[config.mk]
export PLATFORM = sky130hd
export DESIGN_NAME = mu_fifo_burst_reader_flat
export DESIGN_NICKNAME = d
export VERILOG_FILES = /design/src/rtl/mu_fifo_burst_reader_if.sv /design/src/rtl/mu_fifo_burst_reader.sv /design/src/flat_wrapper.sv
export SDC_FILE = /design/constraint.sdc
export NUM_CORES = 1
export LEC_CHECK = 0
export CAP_MARGIN = 10
export CORE_MARGIN = 2
export CORE_UTILIZATION = 35
export DETAILED_ROUTE_END_ITERATION = 16
export HOLD_SLACK_MARGIN = 0.06
export PLACE_DENSITY = 0.65
export SYNTH_ARGS = -nofsm -noshare
export SYNTH_HDL_FRONTEND = slang
export SYNTH_SLANG_ARGS = --single-unit
export TNS_END_PERCENT = 30
[constraint.sdc]
create_clock -name clk -period 4.9 [get_ports clk]
set_input_delay 0.49 -clock clk [delete_from_list [all_inputs] [get_ports clk]]
set_output_delay 0.49 -clock clk [all_outputs]
set_load 0.05 [all_outputs]
[src/rtl/mu_fifo_burst_reader_if.sv]
// Bundle between the burst reader, its source FIFO read port and the burst sink.
// master is the reader side, slave is the FIFO/sink side.
interface mu_fifo_burst_reader_if #(
    parameter int DW        = 16,
    parameter int AW        = 4,
    parameter int BURST_LEN = 8,
    parameter int ADDR_W    = 20
);
    localparam int LW = $clog2(BURST_LEN + 1);

    logic [DW-1:0]     fifo_dout;
    logic              fifo_valid;
    logic              fifo_ready;
    logic [AW:0]       fifo_used;
    logic              flush;
    logic              frame_start;
    logic              burst_req;
    logic [ADDR_W-1:0] burst_addr;
    logic [LW-1:0]     burst_len;
    logic              burst_ack;
    logic [DW-1:0]     out_data;
    logic              out_valid;
    logic              out_ready;
    logic              out_last;
    logic              busy;

    modport master (
        input  fifo_dout, fifo_valid, fifo_used,
        input  flush, frame_start, burst_ack, out_ready,
        output fifo_ready, burst_req, burst_addr, burst_len,
        output out_data, out_valid, out_last, busy
    );

    modport slave (
        output fifo_dout, fifo_valid, fifo_used,
        output flush, frame_start, burst_ack, out_ready,
        input  fifo_ready, burst_req, burst_addr, burst_len,
        input  out_data, out_valid, out_last, busy
    );
endinterface

[src/rtl/mu_fifo_burst_reader.sv]
// Drains the read side of the dual-clock FIFO in fixed bursts toward a
// burst sink, with request/ack, end-of-frame flush and frame address wrap.
module mu_fifo_burst_reader #(
    parameter int DW          = 16,
    parameter int AW          = 4,
    parameter int BURST_LEN   = 8,
    parameter int ADDR_W      = 20,
    parameter int FRAME_WORDS = 19200
) (
    input  logic                  clk,
    input  logic                  nreset,
    mu_fifo_burst_reader_if.master bus
);
    localparam int LW = $clog2(BURST_LEN + 1);

    localparam logic [AW:0]     BL_USED = (AW + 1)'(BURST_LEN);
    localparam logic [LW-1:0]   BL_LEN  = LW'(BURST_LEN);
    localparam logic [ADDR_W:0] FW      = (ADDR_W + 1)'(FRAME_WORDS);

    typedef enum logic [1:0] {
        S_IDLE,
        S_REQ,
        S_STREAM,
        S_SETTLE
    } state_t;

    state_t            r_state;
    logic [ADDR_W-1:0] r_addr;
    logic [LW-1:0]     r_len;
    logic [LW-1:0]     r_rem;
    logic              r_flush_pend;
    logic              r_frame_pend;
    logic              r_req;
    logic              r_busy;

    logic              w_stream;
    logic              w_beat;
    logic              w_last;
    logic [ADDR_W:0]   w_sum;
    logic [ADDR_W-1:0] w_next_addr;

    assign w_stream = (r_state == S_STREAM);
    assign w_beat   = w_stream & bus.out_ready & bus.fifo_valid;
    assign w_last   = (r_rem == LW'(1));

    // Sum is one bit wider so the wrap compare sees the true total.
    assign w_sum       = {1'b0, r_addr} + (ADDR_W + 1)'(r_len);
    assign w_next_addr = ADDR_W'((w_sum >= FW) ? (w_sum - FW) : w_sum);

    always_ff @(posedge clk or negedge nreset) begin
        if (!nreset) begin
            r_state      <= S_IDLE;
            r_addr       <= '0;
            r_len        <= '0;
            r_rem        <= '0;
            r_flush_pend <= 1'b0;
            r_frame_pend <= 1'b0;
            r_req        <= 1'b0;
            r_busy       <= 1'b0;
        end else begin
            r_flush_pend <= r_flush_pend | bus.flush;
            r_frame_pend <= r_frame_pend | bus.frame_start;
            unique case (r_state)
                S_IDLE: begin
                    if (r_frame_pend) begin
                        r_addr       <= '0;
                        r_frame_pend <= bus.frame_start;
                    end else if (bus.fifo_used >= BL_USED) begin
                        // A pending flush waits until the full burst is out.
                        r_len   <= BL_LEN;
                        r_state <= S_REQ;
                        r_req   <= 1'b1;
                        r_busy  <= 1'b1;
                    end else if (r_flush_pend && bus.fifo_used != '0) begin
                        r_len        <= LW'(bus.fifo_used);
                        r_flush_pend <= bus.flush;
                        r_state      <= S_REQ;
                        r_req        <= 1'b1;
                        r_busy       <= 1'b1;
                    end else if (r_flush_pend) begin
                        r_flush_pend <= bus.flush;
                    end
                end
                S_REQ: begin
                    if (bus.burst_ack) begin
                        r_req   <= 1'b0;
                        r_rem   <= r_len;
                        r_state <= S_STREAM;
                    end
                end
                S_STREAM: begin
                    if (w_beat) begin
                        r_rem <= r_rem - LW'(1);
                        if (w_last) begin
                            r_addr  <= w_next_addr;
                            r_state <= S_SETTLE;
                        end
                    end
                end
                S_SETTLE: begin
                    // fifo_used still shows the last pop here; wait it out.
                    r_state <= S_IDLE;
                    r_busy  <= 1'b0;
                end
                default: begin
                    r_state <= S_IDLE;
                end
            endcase
        end
    end

    assign bus.fifo_ready = w_beat;
    assign bus.out_valid  = w_stream & bus.fifo_valid;
    assign bus.out_last   = w_stream & w_last;
    assign bus.out_data   = w_stream ? bus.fifo_dout : '0;
    assign bus.burst_req  = r_req;
    assign bus.burst_addr = r_addr;
    assign bus.burst_len  = r_len;
    assign bus.busy       = r_busy;
endmodule

[src/flat_wrapper.sv]
// flat-port wrapper written by rule: the top's interface ports become plain ports
module mu_fifo_burst_reader_flat 
#(
    parameter int DW          = 16,
    parameter int AW          = 4,
    parameter int BURST_LEN   = 8,
    parameter int ADDR_W      = 20,
    parameter int FRAME_WORDS = 19200
)
  (clk, nreset, bus_fifo_dout, bus_fifo_valid, bus_fifo_used, bus_flush, bus_frame_start, bus_burst_ack, bus_out_ready, bus_fifo_ready, bus_burst_req, bus_burst_addr, bus_burst_len, bus_out_data, bus_out_valid, bus_out_last, bus_busy);
  mu_fifo_burst_reader_if #(.DW(DW), .AW(AW), .BURST_LEN(BURST_LEN), .ADDR_W(ADDR_W)) bus_i ();
  input  logic clk;
  input  logic nreset;
  input wire logic [$bits(bus_i.fifo_dout)-1:0] bus_fifo_dout;
  input wire logic [$bits(bus_i.fifo_valid)-1:0] bus_fifo_valid;
  input wire logic [$bits(bus_i.fifo_used)-1:0] bus_fifo_used;
  input wire logic [$bits(bus_i.flush)-1:0] bus_flush;
  input wire logic [$bits(bus_i.frame_start)-1:0] bus_frame_start;
  input wire logic [$bits(bus_i.burst_ack)-1:0] bus_burst_ack;
  input wire logic [$bits(bus_i.out_ready)-1:0] bus_out_ready;
  output wire logic [$bits(bus_i.fifo_ready)-1:0] bus_fifo_ready;
  output wire logic [$bits(bus_i.burst_req)-1:0] bus_burst_req;
  output wire logic [$bits(bus_i.burst_addr)-1:0] bus_burst_addr;
  output wire logic [$bits(bus_i.burst_len)-1:0] bus_burst_len;
  output wire logic [$bits(bus_i.out_data)-1:0] bus_out_data;
  output wire logic [$bits(bus_i.out_valid)-1:0] bus_out_valid;
  output wire logic [$bits(bus_i.out_last)-1:0] bus_out_last;
  output wire logic [$bits(bus_i.busy)-1:0] bus_busy;
  assign bus_i.fifo_dout = bus_fifo_dout;
  assign bus_i.fifo_valid = bus_fifo_valid;
  assign bus_i.fifo_used = bus_fifo_used;
  assign bus_i.flush = bus_flush;
  assign bus_i.frame_start = bus_frame_start;
  assign bus_i.burst_ack = bus_burst_ack;
  assign bus_i.out_ready = bus_out_ready;
  assign bus_fifo_ready = bus_i.fifo_ready;
  assign bus_burst_req = bus_i.burst_req;
  assign bus_burst_addr = bus_i.burst_addr;
  assign bus_burst_len = bus_i.burst_len;
  assign bus_out_data = bus_i.out_data;
  assign bus_out_valid = bus_i.out_valid;
  assign bus_out_last = bus_i.out_last;
  assign bus_busy = bus_i.busy;
  mu_fifo_burst_reader #(.DW(DW), .AW(AW), .BURST_LEN(BURST_LEN), .ADDR_W(ADDR_W), .FRAME_WORDS(FRAME_WORDS)) u_core (.clk(clk), .nreset(nreset), .bus(bus_i));
endmodule
==> out/metrics.cfg, run 1 <==
[run_status]
outcome=completed

[synth]
synth_commonest_cells=nand2_1 (45), dfrtp_1 (34), o21ai_0 (26), and2_1 (23), nor2_1 (22)
syn_inst=361
synthMuxAreaShare=0.00696
synth-adder-area-share=0.0548
synth_top_family_by_area=simple AND/OR/NAND/NOR gates
synth_top_area_frac=0.296
ys_ff_latch=34
synth.area.top_cells=dfrtp_1 (30%), nand2_1 (5.9%), and2_1 (5.0%)
yosys.area_share.simple=0.297
ys.flop_type=dfrtp_1
synth_most_common_cell=nand2_1
synth_compound_area_frac=0.262
synth_top_area_cell=dfrtp_1
synth_area_per_cell_um2=7.97
synth_cell_types=61
yosysWarnings=0
syn_nets=401
synth-xor-area-share=0.0335
syn-cell-area_um2=2880
ys_seq_area_frac=0.296
async_flop_share=1.00
synth_edf_count=0

[grt]
antenna_found_initial=0
grt_pass1_wl_mm=14.4
grt_max_degree=35
grt_use_total=0.203
grt_pass1_vias=2915
overflow=0

[power_and_ir_drop]
power.switching_mw=1.19
cellPowerDensity_nw_per_um2=600
swShare=0.522
p_seq_frac=0.221
pwr-share-clk=0.146
design_power_total_mw=2.29
leakage_nw=1.48
p_int_mw=1.09
comb_power_share=0.634
irDropWorstVdd_mv=0.282

[setup_path]
crit_family=simple AND/OR/NAND/NOR gates
cpPeakStageDelay_ns=0.51
critPathSlowestCell=nor4_4
path_max_fanout=11
reg2reg_depth=14
r2r_end=u_core.bus.burst_addr[10]
end_kind=flop
crit_start=u_core.bus.burst_len[0]
worstPathArrival_ns=4.45
start_kind=flop
crit_buf_inv=0
r2r_start=u_core.bus.burst_len[0]
worstSetupPathType=reg2reg
worstPathCellList=ha_1 -> fa_1 -> a211oi_2 -> or2_1 -> nor2_1 -> xnor2_1 -> ha_1 -> nor4b_1 -> nand3_1 -> nor4_4 -> nor4_4 -> or3_1 -> and2_1 -> o211ai_2
r2r_slack_ns=0.67
critPathRequiredTime_ns=5.12

[clocking]
root_buffer=clkbuf_8
clk_latency_ns=0.29
htreeDepth=2
cts_buffers=5
cts_tree=yes
cts_resized=0
cts_sinks=34
path_clk_slew_ns=0.08
ctsLongestPathBuffers=2
cts_setup_buffers=0
hold_buffers=0

[final_layout]
fillers=824
syn_to_final_growth_pct=32.7
diodes=0
fin_area_um2=3820
seq_area_um2=851
fin_nets=466
drive_above_1_share=0.0703
final_util=0.472
multiInputGateArea_um2=1880
instances_no_fill=532

[die]
initial_utilization=0.356
core_um2=8090
die_area_um2=8960
die_x_um=94.7
dieHeight_um=94.7
row_count=33
io_pins=73

[placement]
hpwl_mm=6.26
place_area_um2=3670
place_congestion=0.958
dp_cells=524
port_buffers=72

[drt]
dr.pass1.iters=5
drc_errors=0
wirelength_mm=8.47
wire_per_inst_um=15.9
routed_via_density=5.60
antenna_left=0
vias=2980
drtIter0Drc=166

[sta]
finalHoldViolations=0
worst_pin_slew_ns=0.783
setup_tns_ns=0
slew_headroom=0.476
clock.fmax_mhz=237
finalSetupViolations=0
fin_crit_ns=4.23
rsz0062_at_grt=false
finClkSkew_ns=0.00711
period_share=0.863
slew_viol_final=0

[worst_hold_path]
min_from=u_core.r_flush_pend
worstHoldEndpoint=u_core.r_flush_pend
hold_class=reg2reg
hold_depth=1

[job]
drv_cap=0

==> stage by stage <==
step / hold slack (ns) / setup WS [ns]
after global routing: 0.535 / 0.302
after detailed placement: 0.471 / 0.727
after global placement: 0.470 / 0.796
final: 0.496 / 0.674
after floorplan: 0.194 / 0.982
after CTS: 0.498 / 0.688
==> cell families after synthesis <==
| group | Yosys count |
|---|---|
| AND/OR/NAND/NOR | 156 |
| AO/OA/AOI/OAI | 111 |
| buffers and inverters | 35 |
| flip-flops | 34 |
| adder cells (fa/ha/maj) | 12 |
| XOR/XNOR | 11 |
| multiplexers | 2 |
==> power groups by stage <==
stage          Combinational (mW)  Clock (mW)  Sequential [mW]
4_1_cts                      1.45       0.338            0.506
3_5_place_dp                 1.45           0            0.510
3_3_place_gp                 1.43           0            0.506
5_1_grt                      1.58       0.351            0.527
6_report                     1.45       0.334            0.505
2_1_floorplan               0.847           0            0.679
==> placed cells by master (no fill, tap or decap), types with 5 or more instances in the layout <==
master	netlist	layout
a31oi_1	7	7
o21ai_1	6	6
nor3_1	8	8
xor2_1	5	5
or3_1	8	8
nor4_1	6	6
o21ai_0	26	26
dfrtp_1	34	34
xnor2_1	6	6
o22ai_1	5	5
clkdlybuf4s50_1	0	72
nand2_1	45	45
and2_1	23	23
nand4_1	6	6
nor2_1	22	22
clkbuf_8	0	6
ha_1	11	11
a21oi_1	16	16
inv_1	18	18
nand3_1	13	13
a21o_1	8	8
==> flip-flops by register name (all words and copies together), names as in the netlist <==
signal,flops
u_core.bus.burst_addr,20
u_core.bus.burst_len,4
u_core.bus.burst_req,1
u_core.bus.busy,1
u_core.r_flush_pend,1
u_core.r_frame_pend,1
u_core.r_rem,4
u_core.r_state,2
==> worst reg2reg max path, cell delays in order, from the launching register on <==
cell and delay (ns):
dfrtp_1 0.43, ha_1 0.26, fa_1 0.47, a211oi_2 0.29, or2_1 0.38, nor2_1 0.14, xnor2_1 0.18, ha_1 0.23
nor4b_1 0.30, nand3_1 0.17, nor4_4 0.51, nor4_4 0.18, or3_1 0.35, and2_1 0.16, o211ai_2 0.12
==> final cells by class <==
class	instances	share of cell area
clock inverter	2	0.0157
multi-input combinational	292	0.493
inverter	18	0.0177
sequential	34	0.223
tap	105	0.0344
clock buffer	6	0.0216
timing repair buffer	75	0.195
==> layer usage <==
metal | track usage | wire, um
met2 | 0.331 | 3990
met1 | 0.271 | 3830
met4 | 0.0857 | 230
met5 | 0 | 0
met3 | 0.0231 | 418
==> how the worst max path moves through the flow <==
stage	slack (ns)	endpoint	cells past startpoint
2_1_floorplan	0.98	u_core.bus.burst_addr[10]	15
3_3_place_gp	0.80	u_core.bus.burst_addr[10]	14
3_5_place_dp	0.73	u_core.bus.burst_addr[10]	14
4_1_cts	0.69	u_core.bus.burst_addr[10]	14
5_1_grt	0.30	u_core.bus.burst_addr[10]	14
6_report	0.67	u_core.bus.burst_addr[10]	14
(Power assumes the default switching activity.)
==> run 2, diff against run 1 <==
- TNS_END_PERCENT: 30 -> 5
==> results of run 2 <==
The final DEF is identical to that of run 1; final timing and power are the same.
==> run 3, diff against run 2 <==
- CELL_PAD_IN_SITES_DETAIL_PLACEMENT: unset -> 1
- CELL_PAD_IN_SITES_GLOBAL_PLACEMENT: unset -> 1
- CTS_CLUSTER_SIZE: unset -> 25
- PLACE_DENSITY: 0.65 -> 0.84
==> out/metrics.cfg, run 3 (synthesis gave the netlist of run 1 again) <==
[worst_hold_path]
worstHoldEndpoint=u_core.r_flush_pend
min_from=u_core.r_flush_pend
hold_depth=1  ; unchanged
hold_class=reg2reg

[final_layout]
fin_nets=466  ; unchanged
diodes=0  ; unchanged
drive_above_1_share=0.0703  ; unchanged
final_cell_mix=clkdlybuf4s50_1 (72), nand2_1 (45), dfrtp_1 (34)
largest_reg_flops=20  ; unchanged
final_util=0.466  ; -0.00587
final_common_cell=clkdlybuf4s50_1
instances_no_fill=532  ; unchanged
fillers=1014  ; +23%
syn_to_final_growth_pct=31.0

[sta]
fin_crit_ns=4.37  ; +0.148 ns
clock.fmax_mhz=229  ; -3.4%
slew_viol_final=0  ; unchanged
rsz0062_at_grt=false
period_share=0.893  ; +0.0303
finClkSkew_ns=0.0151  ; +0.00802 ns
finalSetupViolations=0  ; unchanged
worst_pin_slew_ns=0.802  ; +0.0184 ns
setup_tns_ns=0  ; unchanged
hold_slack_ns=0.487  ; -0.00932 ns
finalHoldViolations=0  ; unchanged
slew_headroom=0.464  ; -0.0123

[clocking]
cts_resized=0  ; unchanged
htreeDepth=2  ; unchanged
root_buffer=clkbuf_8
hold_buffers=0  ; unchanged
ctsLongestPathBuffers=2  ; unchanged
cts_setup_buffers=0  ; unchanged
cts_sinks=34  ; unchanged
cts_tree=yes
clk_latency_ns=0.30  ; about the same
path_clk_slew_ns=0.08  ; about the same
cts_buffers=5  ; unchanged

[power_and_ir_drop]
design_power_total_mw=2.24  ; -2.1%
cellPowerDensity_nw_per_um2=595  ; -0.83%
irDropWorstVdd_mv=0.240  ; -15%
leakage_nw=1.45  ; -1.6%

[grt]
use_met2=0.427  ; +0.0957
met3_usage=0.0184  ; -0.00479
grt_use_total=0.236  ; +0.0335
overflow=0  ; unchanged
use_met1=0.295  ; +0.0240
grt_max_degree=36  ; +2.9%
antenna_found_initial=0  ; unchanged
grt_pass1_wl_mm=16.5  ; +15%
top_usage_layer=met2
grt_pass1_vias=3211  ; +10%

[setup_path]
worstSetupPathType=reg2reg
reg2reg_depth=14  ; unchanged
r2r_end=u_core.bus.burst_addr[10]
r2r_slack_ns=0.53  ; -0.15 ns
critPathRequiredTime_ns=5.12  ; about the same
start_kind=flop
path_max_fanout=11  ; unchanged
end_kind=flop
worstPathArrival_ns=4.59  ; +0.14 ns
r2r_start=u_core.bus.burst_len[0]

[die]
die_area_um2=8960  ; unchanged
initial_utilization=0.356  ; unchanged
dieHeight_um=94.7  ; unchanged
io_pins=73  ; unchanged
die_x_um=94.7  ; unchanged
core_um2=8090  ; unchanged
row_count=33  ; unchanged

[job]
drv_cap=0  ; unchanged

[placement]
dp_cells=524  ; unchanged
place_congestion=0.923  ; -3.7%
port_buffers=72  ; unchanged
hpwl_mm=7.30  ; +17%

[drt]
wirelength_mm=10.1  ; +19%
vias=3070  ; +3.0%
drc_errors=0  ; unchanged
routed_via_density=5.77  ; +3.0%
antenna_left=0  ; unchanged
wire_per_inst_um=19.0  ; +19%
dr.pass1.iters=4  ; -1
drtIter0Drc=151  ; -9.0%

[run_status]
outcome=completed

-- run 3: through the flow --
step	instance area, um2	setup slack [ns]
2_1_floorplan	2880	0.982
3_3_place_gp	3670	0.781
3_5_place_dp	3670	0.556
4_1_cts	3770	0.516
5_1_grt	3770	0.128
6_report	3770	0.525
-- run 3: final cells by class --
cell class	instances	area (um2)	area share
inverter	18	67.6	0.0179
timing repair buffer	75	743	0.197
multi-input combinational	292	1880	0.499
clock buffer	6	82.6	0.0219
clock inverter	2	12.5	0.00332
sequential	34	851	0.226
tap	105	131	0.0348
-- run 3: worst max-delay path by stage --
stage / startpoint / to
finish: u_core.bus.burst_len[0] / u_core.bus.burst_addr[10]
global route: u_core.bus.burst_len[0] / u_core.bus.burst_addr[10]
CTS: u_core.bus.burst_len[0] / u_core.bus.burst_addr[10]
detailed placement: u_core.bus.burst_len[0] / u_core.bus.burst_addr[10]
global placement: u_core.bus.burst_len[0] / u_core.bus.burst_addr[10]
floorplan: u_core.bus.burst_len[0] / u_core.bus.burst_addr[10]
-- run 3: layer usage --
layer  share of wire  vias up
li1                -     1456
met1            0.43     1523
met2            0.52       78
met3           0.036       13
met4           0.017        0
met5               0        -
-- run 3: report_power, final --
part	total (mW)	internal [mW]	switching, mW
clock network	0.238	0.113	0.125
logic	1.50	0.507	0.989
registers	0.508	0.371	0.137
-- run 3: critical path, stage by stage (launching register included) --
cell and delay, ns:
dfrtp_1 0.43, ha_1 0.25, fa_1 0.47, a211oi_2 0.32, or2_1 0.42, nor2_1 0.15
xnor2_1 0.20, ha_1 0.23, nor4b_1 0.32, nand3_1 0.17, nor4_4 0.52, nor4_4 0.18
or3_1 0.36, and2_1 0.15, o211ai_2 0.12
